<file path="config.mk">
export PLATFORM = sky130hd
export DESIGN_NAME = mem_read_sequencer
export DESIGN_NICKNAME = d
export VERILOG_FILES = /design/src/rtl/mem_read_sequencer.sv
export SDC_FILE = /design/constraint.sdc
export NUM_CORES = 1
export LEC_CHECK = 0
export BUFFER_PORTS_ARGS = -buffer_cell sky130_fd_sc_hd__buf_4
export CAP_MARGIN = 10
export CELL_PAD_IN_SITES_DETAIL_PLACEMENT = 0
export CELL_PAD_IN_SITES_GLOBAL_PLACEMENT = 1
export CORE_MARGIN = 4
export CORE_UTILIZATION = 43
export DETAILED_ROUTE_END_ITERATION = 10
export GPL_TIMING_DRIVEN = 0
export HOLD_SLACK_MARGIN = 0.03
export PLACE_DENSITY = 0.78
export SYNTH_ARGS = -nofsm -noshare
export SYNTH_HDL_FRONTEND = slang
export SYNTH_SLANG_ARGS = --single-unit
</file>
<file path="constraint.sdc">
create_clock -name clk_i -period 4.4 [get_ports clk_i]
set_clock_uncertainty 0.05 [all_clocks]
set_input_delay 0.66 -clock clk_i [delete_from_list [all_inputs] [get_ports clk_i]]
set_output_delay 0.66 -clock clk_i [all_outputs]
set_load 0.03 [all_outputs]
</file>
<file path="src/rtl/mem_read_sequencer.sv">
// mem_read_sequencer: read-side controller for the 4x4 operand memory.
// A start request launches a skewed, diagonal read pattern. Line k begins
// one step after line k-1, so all four lines stream into the systolic array
// in 7 feed steps. All outputs are registered.
//
// state | meaning
// ------+-----------------------------------------------------------
// IDLE  | outputs zero, waiting for start (reverse captured with it)
// FEED  | step t = 0..6; line k enabled while k <= t <= k+3
// DONE  | single-cycle done pulse, then back to IDLE unconditionally
module mem_read_sequencer #(
    parameter int LINES = 4,
    parameter int ELEMS = 4
) (
    input  logic                 clk_i,
    input  logic                 rst_i,
    input  logic                 start_i,
    input  logic                 reverse_i,
    input  logic                 stall_i,
    output logic [LINES-1:0]     read_enable_o,
    output logic [2*LINES-1:0]   read_elem_o,
    output logic                 busy_o,
    output logic                 done_o,
    output logic [2:0]           step_o
);

    localparam logic [1:0] S_IDLE = 2'd0;
    localparam logic [1:0] S_FEED = 2'd1;
    localparam logic [1:0] S_DONE = 2'd2;

    localparam logic [2:0] LAST_STEP = 3'(LINES + ELEMS - 2);
    localparam logic [2:0] LAST_ELEM = 3'(ELEMS - 1);

    logic [1:0]           state_q, state_d;
    logic [2:0]           step_q, step_d;
    logic                 rev_q, rev_d;

    logic [LINES-1:0]     read_enable_d;
    logic [2*LINES-1:0]   read_elem_d;
    logic                 busy_d;
    logic                 done_d;
    logic [2:0]           step_out_d;

    logic [2:0]           diff;
    logic [1:0]           elem;

    // Sequencer next-state: step advances only when FEED is not stalled.
    always_comb begin
        state_d = state_q;
        step_d  = step_q;
        rev_d   = rev_q;
        case (state_q)
            S_IDLE: begin
                if (start_i) begin
                    state_d = S_FEED;
                    step_d  = 3'd0;
                    rev_d   = reverse_i;
                end
            end
            S_FEED: begin
                if (!stall_i) begin
                    if (step_q == LAST_STEP) begin
                        state_d = S_DONE;
                        step_d  = 3'd0;
                    end else begin
                        step_d = step_q + 3'd1;
                    end
                end
            end
            S_DONE: begin
                state_d = S_IDLE;
                step_d  = 3'd0;
            end
            default: begin
                state_d = S_IDLE;
                step_d  = 3'd0;
            end
        endcase
    end

    // Output values for the upcoming cycle, derived from the next state so
    // that every output is a plain register with no decode after the flop.
    always_comb begin
        read_enable_d = '0;
        read_elem_d   = '0;
        busy_d        = (state_d == S_FEED);
        done_d        = (state_d == S_DONE);
        step_out_d    = (state_d == S_FEED) ? step_d : 3'd0;
        diff          = 3'd0;
        elem          = 2'd0;
        if (state_d == S_FEED) begin
            for (int k = 0; k < LINES; k++) begin
                diff = step_d - 3'(k);
                if ((step_d >= 3'(k)) && (diff <= LAST_ELEM)) begin
                    read_enable_d[k]  = 1'b1;
                    elem              = diff[1:0];
                    read_elem_d[2*k +: 2] = rev_d ? (LAST_ELEM[1:0] - elem) : elem;
                end
            end
        end
    end

    // State and output registers; reset aborts any sequence without done.
    always_ff @(posedge clk_i) begin
        if (rst_i) begin
            state_q       <= S_IDLE;
            step_q        <= 3'd0;
            rev_q         <= 1'b0;
            read_enable_o <= '0;
            read_elem_o   <= '0;
            busy_o        <= 1'b0;
            done_o        <= 1'b0;
            step_o        <= 3'd0;
        end else begin
            state_q       <= state_d;
            step_q        <= step_d;
            rev_q         <= rev_d;
            read_enable_o <= read_enable_d;
            read_elem_o   <= read_elem_d;
            busy_o        <= busy_d;
            done_o        <= done_d;
            step_o        <= step_out_d;
        end
    end

endmodule

</file>
==> impl_metrics.xml, run 1 <==
<?xml version="1.0" encoding="UTF-8"?>
<metrics>
  <group name="outcome">
    <metric name="run_status" unit="">complete, no violations</metric>
  </group>
  <group name="floorplanning">
    <metric name="die_area" unit="mm^2">0.00337</metric>
    <metric name="fp.coreArea" unit="mm^2">0.00230</metric>
    <metric name="start_util" unit="%">46.8</metric>
    <metric name="row_count" unit="">17</metric>
    <metric name="die_h" unit="um">58.0</metric>
    <metric name="die_x" unit="um">58.0</metric>
    <metric name="floorplan.io_pins" unit="">22</metric>
  </group>
  <group name="yosys">
    <metric name="synthesis.instances" unit="">108</metric>
    <metric name="synthesis.area" unit="mm^2">0.00108</metric>
    <metric name="yosysWarnings" unit="">0</metric>
    <metric name="synth_nets" unit="">122</metric>
    <metric name="synth-seq-area-share" unit="%">42.8</metric>
    <metric name="synth_area_per_cell" unit="um^2">9.96</metric>
    <metric name="synth.ff_latch_count" unit="">23</metric>
    <metric name="ys_types" unit="">37</metric>
  </group>
  <group name="drt">
    <metric name="detail_route.vias_per_cell" unit="">5.16</metric>
    <metric name="finalWirelength" unit="um">1990</metric>
    <metric name="dr_total_vias" unit="">830</metric>
    <metric name="drt_first_pass_iters" unit="">4</metric>
    <metric name="route.detailed.wl_per_inst" unit="um">12.3</metric>
    <metric name="detail_route.iter0.violations" unit="">15</metric>
    <metric name="remaining_drc_errors" unit="">0</metric>
    <metric name="ant_nets" unit="">0</metric>
  </group>
  <group name="place">
    <metric name="globalplace.congestion" unit="">0.743</metric>
    <metric name="hpwl" unit="um">1580</metric>
    <metric name="dpl.cell_count" unit="">157</metric>
    <metric name="port-buffer-count" unit="">21</metric>
    <metric name="setup_slack_at_placement" unit="ps">1600</metric>
  </group>
  <group name="pwr">
    <metric name="pwr_density_cell" unit="mW/mm^2">282</metric>
    <metric name="power_leakage" unit="nW">0.581</metric>
    <metric name="irDropWorstVdd" unit="mV">0.201</metric>
    <metric name="power.total" unit="W">0.000366</metric>
  </group>
  <group name="min_path">
    <metric name="min_path_type" unit="">input port to flop</metric>
  </group>
  <group name="setup_path">
    <metric name="crit_path_start_kind" unit="">input port</metric>
    <metric name="timing.critical_path.to_type" unit="">flop</metric>
    <metric name="worstPathRequired" unit="ps">4580</metric>
    <metric name="arrival" unit="ps">2640</metric>
    <metric name="maximum_fanout_along_the_worst_path" unit="">9</metric>
    <metric name="criticalPathCategory" unit="">input port to flop</metric>
  </group>
  <group name="timing">
    <metric name="timing.final.ws_setup" unit="ps">1940</metric>
    <metric name="totalNegativeSetupSlack" unit="ps">0</metric>
    <metric name="transition_time_of_the_tightest_slew_check_pin" unit="ps">611</metric>
    <metric name="final_setup_viols" unit="">0</metric>
    <metric name="clock.fmax" unit="MHz">406</metric>
    <metric name="finalCritPeriodShare" unit="%">56.0</metric>
    <metric name="max_slew_violations" unit="">0</metric>
    <metric name="timing_hold_violations_final" unit="">0</metric>
    <metric name="rsz0062_at_grt" unit="">no</metric>
    <metric name="period_minus_slack" unit="ps">2460</metric>
    <metric name="relSlewSlack" unit="%">58.4</metric>
  </group>
  <group name="cells_and_area">
    <metric name="drive_above_1_share" unit="%">30.1</metric>
    <metric name="seq_area" unit="um^2">460</metric>
    <metric name="n_fill_cell" unit="">223</metric>
    <metric name="flow.area_growth_from_synthesis" unit="%">20.3</metric>
    <metric name="layout_commonest_cell" unit="">dfxtp_1</metric>
    <metric name="multiInputGateArea" unit="um^2">576</metric>
    <metric name="diodes" unit="">0</metric>
    <metric name="most-common-layout-cells" unit="">dfxtp_1 (23), buf_4 (21), nor2_1 (16), ha_1 (9), inv_1 (6)</metric>
    <metric name="layout.nets" unit="">148</metric>
    <metric name="final_cells" unit="">161</metric>
  </group>
  <group name="cts">
    <metric name="cts_tree" unit="">built</metric>
    <metric name="cts.root.buffer_cell" unit="">clkbuf_4</metric>
    <metric name="postCtsResizedCells" unit="">0</metric>
    <metric name="tritoncts.num_buffers" unit="">3</metric>
    <metric name="clock-sinks" unit="">23</metric>
    <metric name="cts.hold.buffers_added" unit="">0</metric>
    <metric name="postCtsSetupRepairBufs" unit="">0</metric>
    <metric name="clk_transition_reported_paths" unit="ps">110</metric>
    <metric name="htree_levels" unit="">1</metric>
    <metric name="cts-root-to-sink-buffers" unit="">2</metric>
    <metric name="clkLatencyLatePin" unit="ps">300</metric>
  </group>
  <group name="global_route">
    <metric name="overflow" unit="">0</metric>
    <metric name="maximum_number_of_pins_on_one_net_before_global_route_repair" unit="">13</metric>
    <metric name="track_usage" unit="%">13.3</metric>
    <metric name="antenna_found_initial" unit="">0</metric>
    <metric name="global_route_wire_length_before_repair" unit="um">3590</metric>
    <metric name="via_count_of_the_first_global_routing_pass" unit="">829</metric>
  </group>
  <group name="flow_run">
    <metric name="maxCapViolations" unit="">0</metric>
  </group>
</metrics>
[metrics by stage]
stage,instance area (um^2),util (%),hold slack [ps]
2_1_floorplan,1080,-,520
3_3_place_gp,1270,55.2,585
3_5_place_dp,1270,55.2,619
4_1_cts,1290,56.4,504
5_1_grt,1290,56.4,500
6_report,1290,56.4,512
[cell type report]
class                           instances  share of cell area (%)
Buffer                                  1                   0.386
Clock buffer                            4                    2.03
Inverter                                8                    2.71
Multi-Input combinational cell         76                    44.4
Sequential cell                        23                    35.6
Tap cell                               28                    2.71
Timing Repair Buffer                   21                    12.2
[final timing paths]
check                                from             end  slack [ps]  cells after the start
worst min register to register      rev_q           rev_q         630                      2
worst max-delay path              stall_i  read_elem_o[2]        1940                     10
worst max register to register  step_q[0]  read_elem_o[2]        2000                      9
worst min-delay path                rst_i       step_q[2]         510                      2
[where the power goes]
part | switching, W | total (W) | internal [W]
clock network | 0.0000571 | 0.0000924 | 0.0000353
registers | 0.00000302 | 0.000216 | 0.000213
logic | 0.0000338 | 0.0000568 | 0.0000230
total | 0.0000939 | 0.000366 | 0.000272
[per-layer routing]
layer / track usage [%] / wire (um) / vias up
met5: 0 / 0 / -
met4: 3.97 / 19 / 0
met3: 2.67 / 95 / 2
met2: 21.3 / 931 / 19
met1: 17.9 / 941 / 385
li1: - / - / 424
[cells by family after synthesis]
family | count (synthesis) | synth area share (%)
mux | 2 | 2.33
fa+ha+maj | 9 | 10.5
xor+xnor | 4 | 3.26
buf+inv | 9 | 3.72
compound gates | 15 | 11.3
flops | 23 | 42.8
simple gates | 46 | 26.2
[sequential cells by signal, indices dropped and copies added (netlist names)]
signal         count
done_o             1
read_enable_o      4
busy_o             1
step_o             3
read_elem_o        8
step_q             3
rev_q              1
state_q            2
[cells in the mapped netlist, drive strengths merged]
cell / count / area [um^2]
dfxtp: 23 / 460
nor2: 16 / 60.1
ha: 9 / 113
inv: 8 / 35.0
a21oi: 5 / 25.0
nor3: 5 / 25.0
nand2b: 4 / 27.5
xnor2: 4 / 35.0
nand3: 3 / 15.0
nand3b: 3 / 22.5
nor2b: 3 / 26.3
a31oi: 2 / 12.5
and3b: 2 / 20.0
nand2: 2 / 15.0
nor3b: 2 / 20.0
or3: 2 / 12.5
a2111o: 1 / 11.3
a211oi: 1 / 7.51
a21boi: 1 / 18.8
a21o: 1 / 8.76
a311o: 1 / 10.0
a32o: 1 / 11.3
and2b: 1 / 10.0
and3: 1 / 11.3
buf: 1 / 5.00
mux2: 1 / 11.3
mux2i: 1 / 13.8
nor4: 1 / 6.26
o211ai: 1 / 7.51
o221ai: 1 / 8.76
or4b: 1 / 10.0
[critical path, cell delays in order]
cell and delay (ps):
buf_4 130, nand2b_1 150, or3_1 310, a21o_2 280, ha_1 360, nor2_1 70, nand3b_1 150, a21oi_1 170
o211ai_1 120, a211oi_1 250
(Power assumes the default switching activity.)
==> run 2, diff against run 1 <==
Settings changed: CORE_UTILIZATION 43 to 36, PLACE_DENSITY 0.78 to 0.7.
Clock period 4.4 ns to 2.2 ns, I/O delays scaled along.
==> run 2 against run 1 <==
  * Worst hold slack worse by 340 ps
  * Total power up 110%
  * Register-to-register slack worse by 2000 ps
  * Clock power up 100%
  * Core utilization down 4.4 points
  * Die area up 17%
  * Sequential share of layout area down 3.0 points
  * First-iteration DRC count up 53%
  * Cell area up 13%
  * Via count up 7.6%
  * Setup slack worse by 1900 ps
  * Final cell count up 9.3%
  * Critical endpoint is now read_elem_o[7]
  * Largest power group unchanged
==> impl_metrics.xml, run 2 (same netlist as run 1, synthesis figures left out) <==
<?xml version="1.0" encoding="UTF-8"?>
<metrics>
  <group name="outcome">
    <metric name="run_status" unit="">complete, no violations</metric>
  </group>
  <group name="place">
    <metric name="hpwl" unit="um">1570</metric>
    <metric name="port-buffer-count" unit="">21</metric>
    <metric name="setup_slack_at_placement" unit="ps">-347</metric>
    <metric name="globalplace.congestion" unit="">0.808</metric>
  </group>
  <group name="flow_run">
    <metric name="maxCapViolations" unit="">0</metric>
  </group>
  <group name="global_route">
    <metric name="global_route_wire_length_before_repair" unit="um">3660</metric>
    <metric name="via_count_of_the_first_global_routing_pass" unit="">828</metric>
    <metric name="antenna_found_initial" unit="">0</metric>
    <metric name="maximum_number_of_pins_on_one_net_before_global_route_repair" unit="">14</metric>
    <metric name="track_usage" unit="%">11.6</metric>
    <metric name="overflow" unit="">0</metric>
  </group>
  <group name="floorplanning">
    <metric name="die_area" unit="mm^2">0.00393</metric>
    <metric name="row_count" unit="">19</metric>
    <metric name="floorplan.io_pins" unit="">22</metric>
    <metric name="start_util" unit="%">38.4</metric>
    <metric name="die_x" unit="um">62.7</metric>
    <metric name="fp.coreArea" unit="mm^2">0.00281</metric>
    <metric name="die_h" unit="um">62.7</metric>
  </group>
  <group name="timing">
    <metric name="period_minus_slack" unit="ps">2160</metric>
    <metric name="timing_hold_violations_final" unit="">0</metric>
    <metric name="clock.fmax" unit="MHz">464</metric>
    <metric name="finalCritPeriodShare" unit="%">98.0</metric>
    <metric name="transition_time_of_the_tightest_slew_check_pin" unit="ps">592</metric>
    <metric name="final_setup_viols" unit="">0</metric>
    <metric name="max_slew_violations" unit="">0</metric>
    <metric name="timing.final.ws_setup" unit="ps">44.3</metric>
    <metric name="relSlewSlack" unit="%">59.7</metric>
    <metric name="totalNegativeSetupSlack" unit="ps">0</metric>
    <metric name="rsz0062_at_grt" unit="">yes</metric>
  </group>
  <group name="setup_path">
    <metric name="worstPathCellList" unit="">inv_2 -&gt; or3_4 -&gt; a21o_4 -&gt; inv_2 -&gt; ha_1 -&gt; ha_1 -&gt; inv_1 -&gt; a311o_1 -&gt; nor3b_2</metric>
    <metric name="max_stage_delay" unit="ps">400</metric>
    <metric name="critical-path-top-delay-family" unit="">compound AO/OA/AOI/OAI gates</metric>
    <metric name="critical_path.slowest_cell" unit="">a311o_1</metric>
    <metric name="criticalPathCategory" unit="">flop to flop</metric>
    <metric name="crit_path_start_kind" unit="">flop</metric>
    <metric name="arrival" unit="ps">2350</metric>
    <metric name="regToRegSetupSlack" unit="ps">40</metric>
    <metric name="maximum_fanout_along_the_worst_path" unit="">4</metric>
    <metric name="worstSetupStartpoint" unit="">step_q[0]</metric>
    <metric name="timing.critical_path.to_type" unit="">flop</metric>
    <metric name="critical_path_buf_inv_count" unit="">3</metric>
    <metric name="worst_r2r_start" unit="">step_q[0]</metric>
    <metric name="worstPathRequired" unit="ps">2390</metric>
  </group>
  <group name="cells_and_area">
    <metric name="drive_above_1_share" unit="%">45.5</metric>
    <metric name="finalCoreUtilization" unit="%">52.0</metric>
    <metric name="flow.area_growth_from_synthesis" unit="%">35.5</metric>
    <metric name="largest_register_ff_count" unit="">8</metric>
    <metric name="diodes" unit="">0</metric>
    <metric name="most-common-layout-cells" unit="">buf_4 (32), dfxtp_1 (18), nor2_1 (16), ha_1 (7)</metric>
    <metric name="reg_top3" unit="">read_elem_o: 8 flops, read_enable_o: 4 flops</metric>
    <metric name="layout_commonest_cell" unit="">buf_4</metric>
    <metric name="largest_register_by_flop_count" unit="">read_elem_o</metric>
    <metric name="layout.nets" unit="">160</metric>
  </group>
  <group name="drt">
    <metric name="detail_route.iter0.violations" unit="">23</metric>
    <metric name="remaining_drc_errors" unit="">0</metric>
    <metric name="finalWirelength" unit="um">2270</metric>
    <metric name="detail_route.vias_per_cell" unit="">5.07</metric>
    <metric name="route.detailed.wl_per_inst" unit="um">12.9</metric>
    <metric name="ant_nets" unit="">0</metric>
    <metric name="drt_first_pass_iters" unit="">4</metric>
    <metric name="dr_total_vias" unit="">893</metric>
  </group>
  <group name="cts">
    <metric name="htree_levels" unit="">1</metric>
    <metric name="clk_transition_reported_paths" unit="ps">120</metric>
    <metric name="clkLatencyLatePin" unit="ps">300</metric>
    <metric name="cts-root-to-sink-buffers" unit="">2</metric>
    <metric name="tritoncts.num_buffers" unit="">3</metric>
    <metric name="clock-sinks" unit="">23</metric>
    <metric name="cts_tree" unit="">built</metric>
    <metric name="cts.root.buffer_cell" unit="">clkbuf_4</metric>
  </group>
  <group name="pwr">
    <metric name="irDropWorstVdd" unit="mV">0.249</metric>
    <metric name="power.total" unit="W">0.000755</metric>
    <metric name="pwr_density_cell" unit="mW/mm^2">518</metric>
    <metric name="power_leakage" unit="nW">0.652</metric>
  </group>
  <group name="min_path">
    <metric name="hold_path_startpoint" unit="">rst_i</metric>
    <metric name="min_path_type" unit="">input port to flop</metric>
  </group>
</metrics>
[run 2: layout make-up]
| type | instances | area [um^2] |
|---|---|---|
| fillers | 250 | 1350 |
| multi-input cells | 76 | 626 |
| flip-flops and latches | 23 | 474 |
| repair buffers | 33 | 251 |
| well taps | 31 | 38.8 |
| inverters | 8 | 35.0 |
| clock buffers | 3 | 22.5 |
| clock inverters | 1 | 5.00 |
| plain buffers | 1 | 5.00 |
[run 2: timing repair]
item                                    in CTS  in global routing
pin swaps                                    3                  3
endpoints found under the setup margin       6                  7
buffers inserted                             8                  4
hold buffers                                 0                  0
gates resized for setup                      9                 10
[run 2: per-layer routing]
layer	routed length [um]	share of wire [%]	global-route usage, %	vias to the layer above
met5	0	0	0	-
li1	-	-	-	448
met4	25	1.1	4.96	0
met1	1010	45	13.5	418
met2	1110	49	20.2	23
met3	121	5.3	2.88	4
[run 2: power breakdown]
part / switching (W) / internal (W) / total (W)
sequential: 0.00000606 / 0.000425 / 0.000431
clock: 0.000121 / 0.0000678 / 0.000189
combinational: 0.0000753 / 0.0000598 / 0.000135
total: 0.000203 / 0.000552 / 0.000755
[run 2: worst paths after layout]
| check | end | cells after the start |
|---|---|---|
| setup / recovery | read_elem_o[7] | 9 |
| setup reg to reg | read_elem_o[7] | 9 |
| hold / removal | step_q[0] | 2 |
| hold reg to reg | state_q[0] | 2 |
[run 2: per-stage QoR]
stage	hold slack, ps	std cells	instance area (um^2)
4_1_cts	159	172	1390
6_report	168	176	1460
5_1_grt	147	176	1460
3_3_place_gp	506	160	1270
2_1_floorplan	352	108	1080
3_5_place_dp	509	160	1270
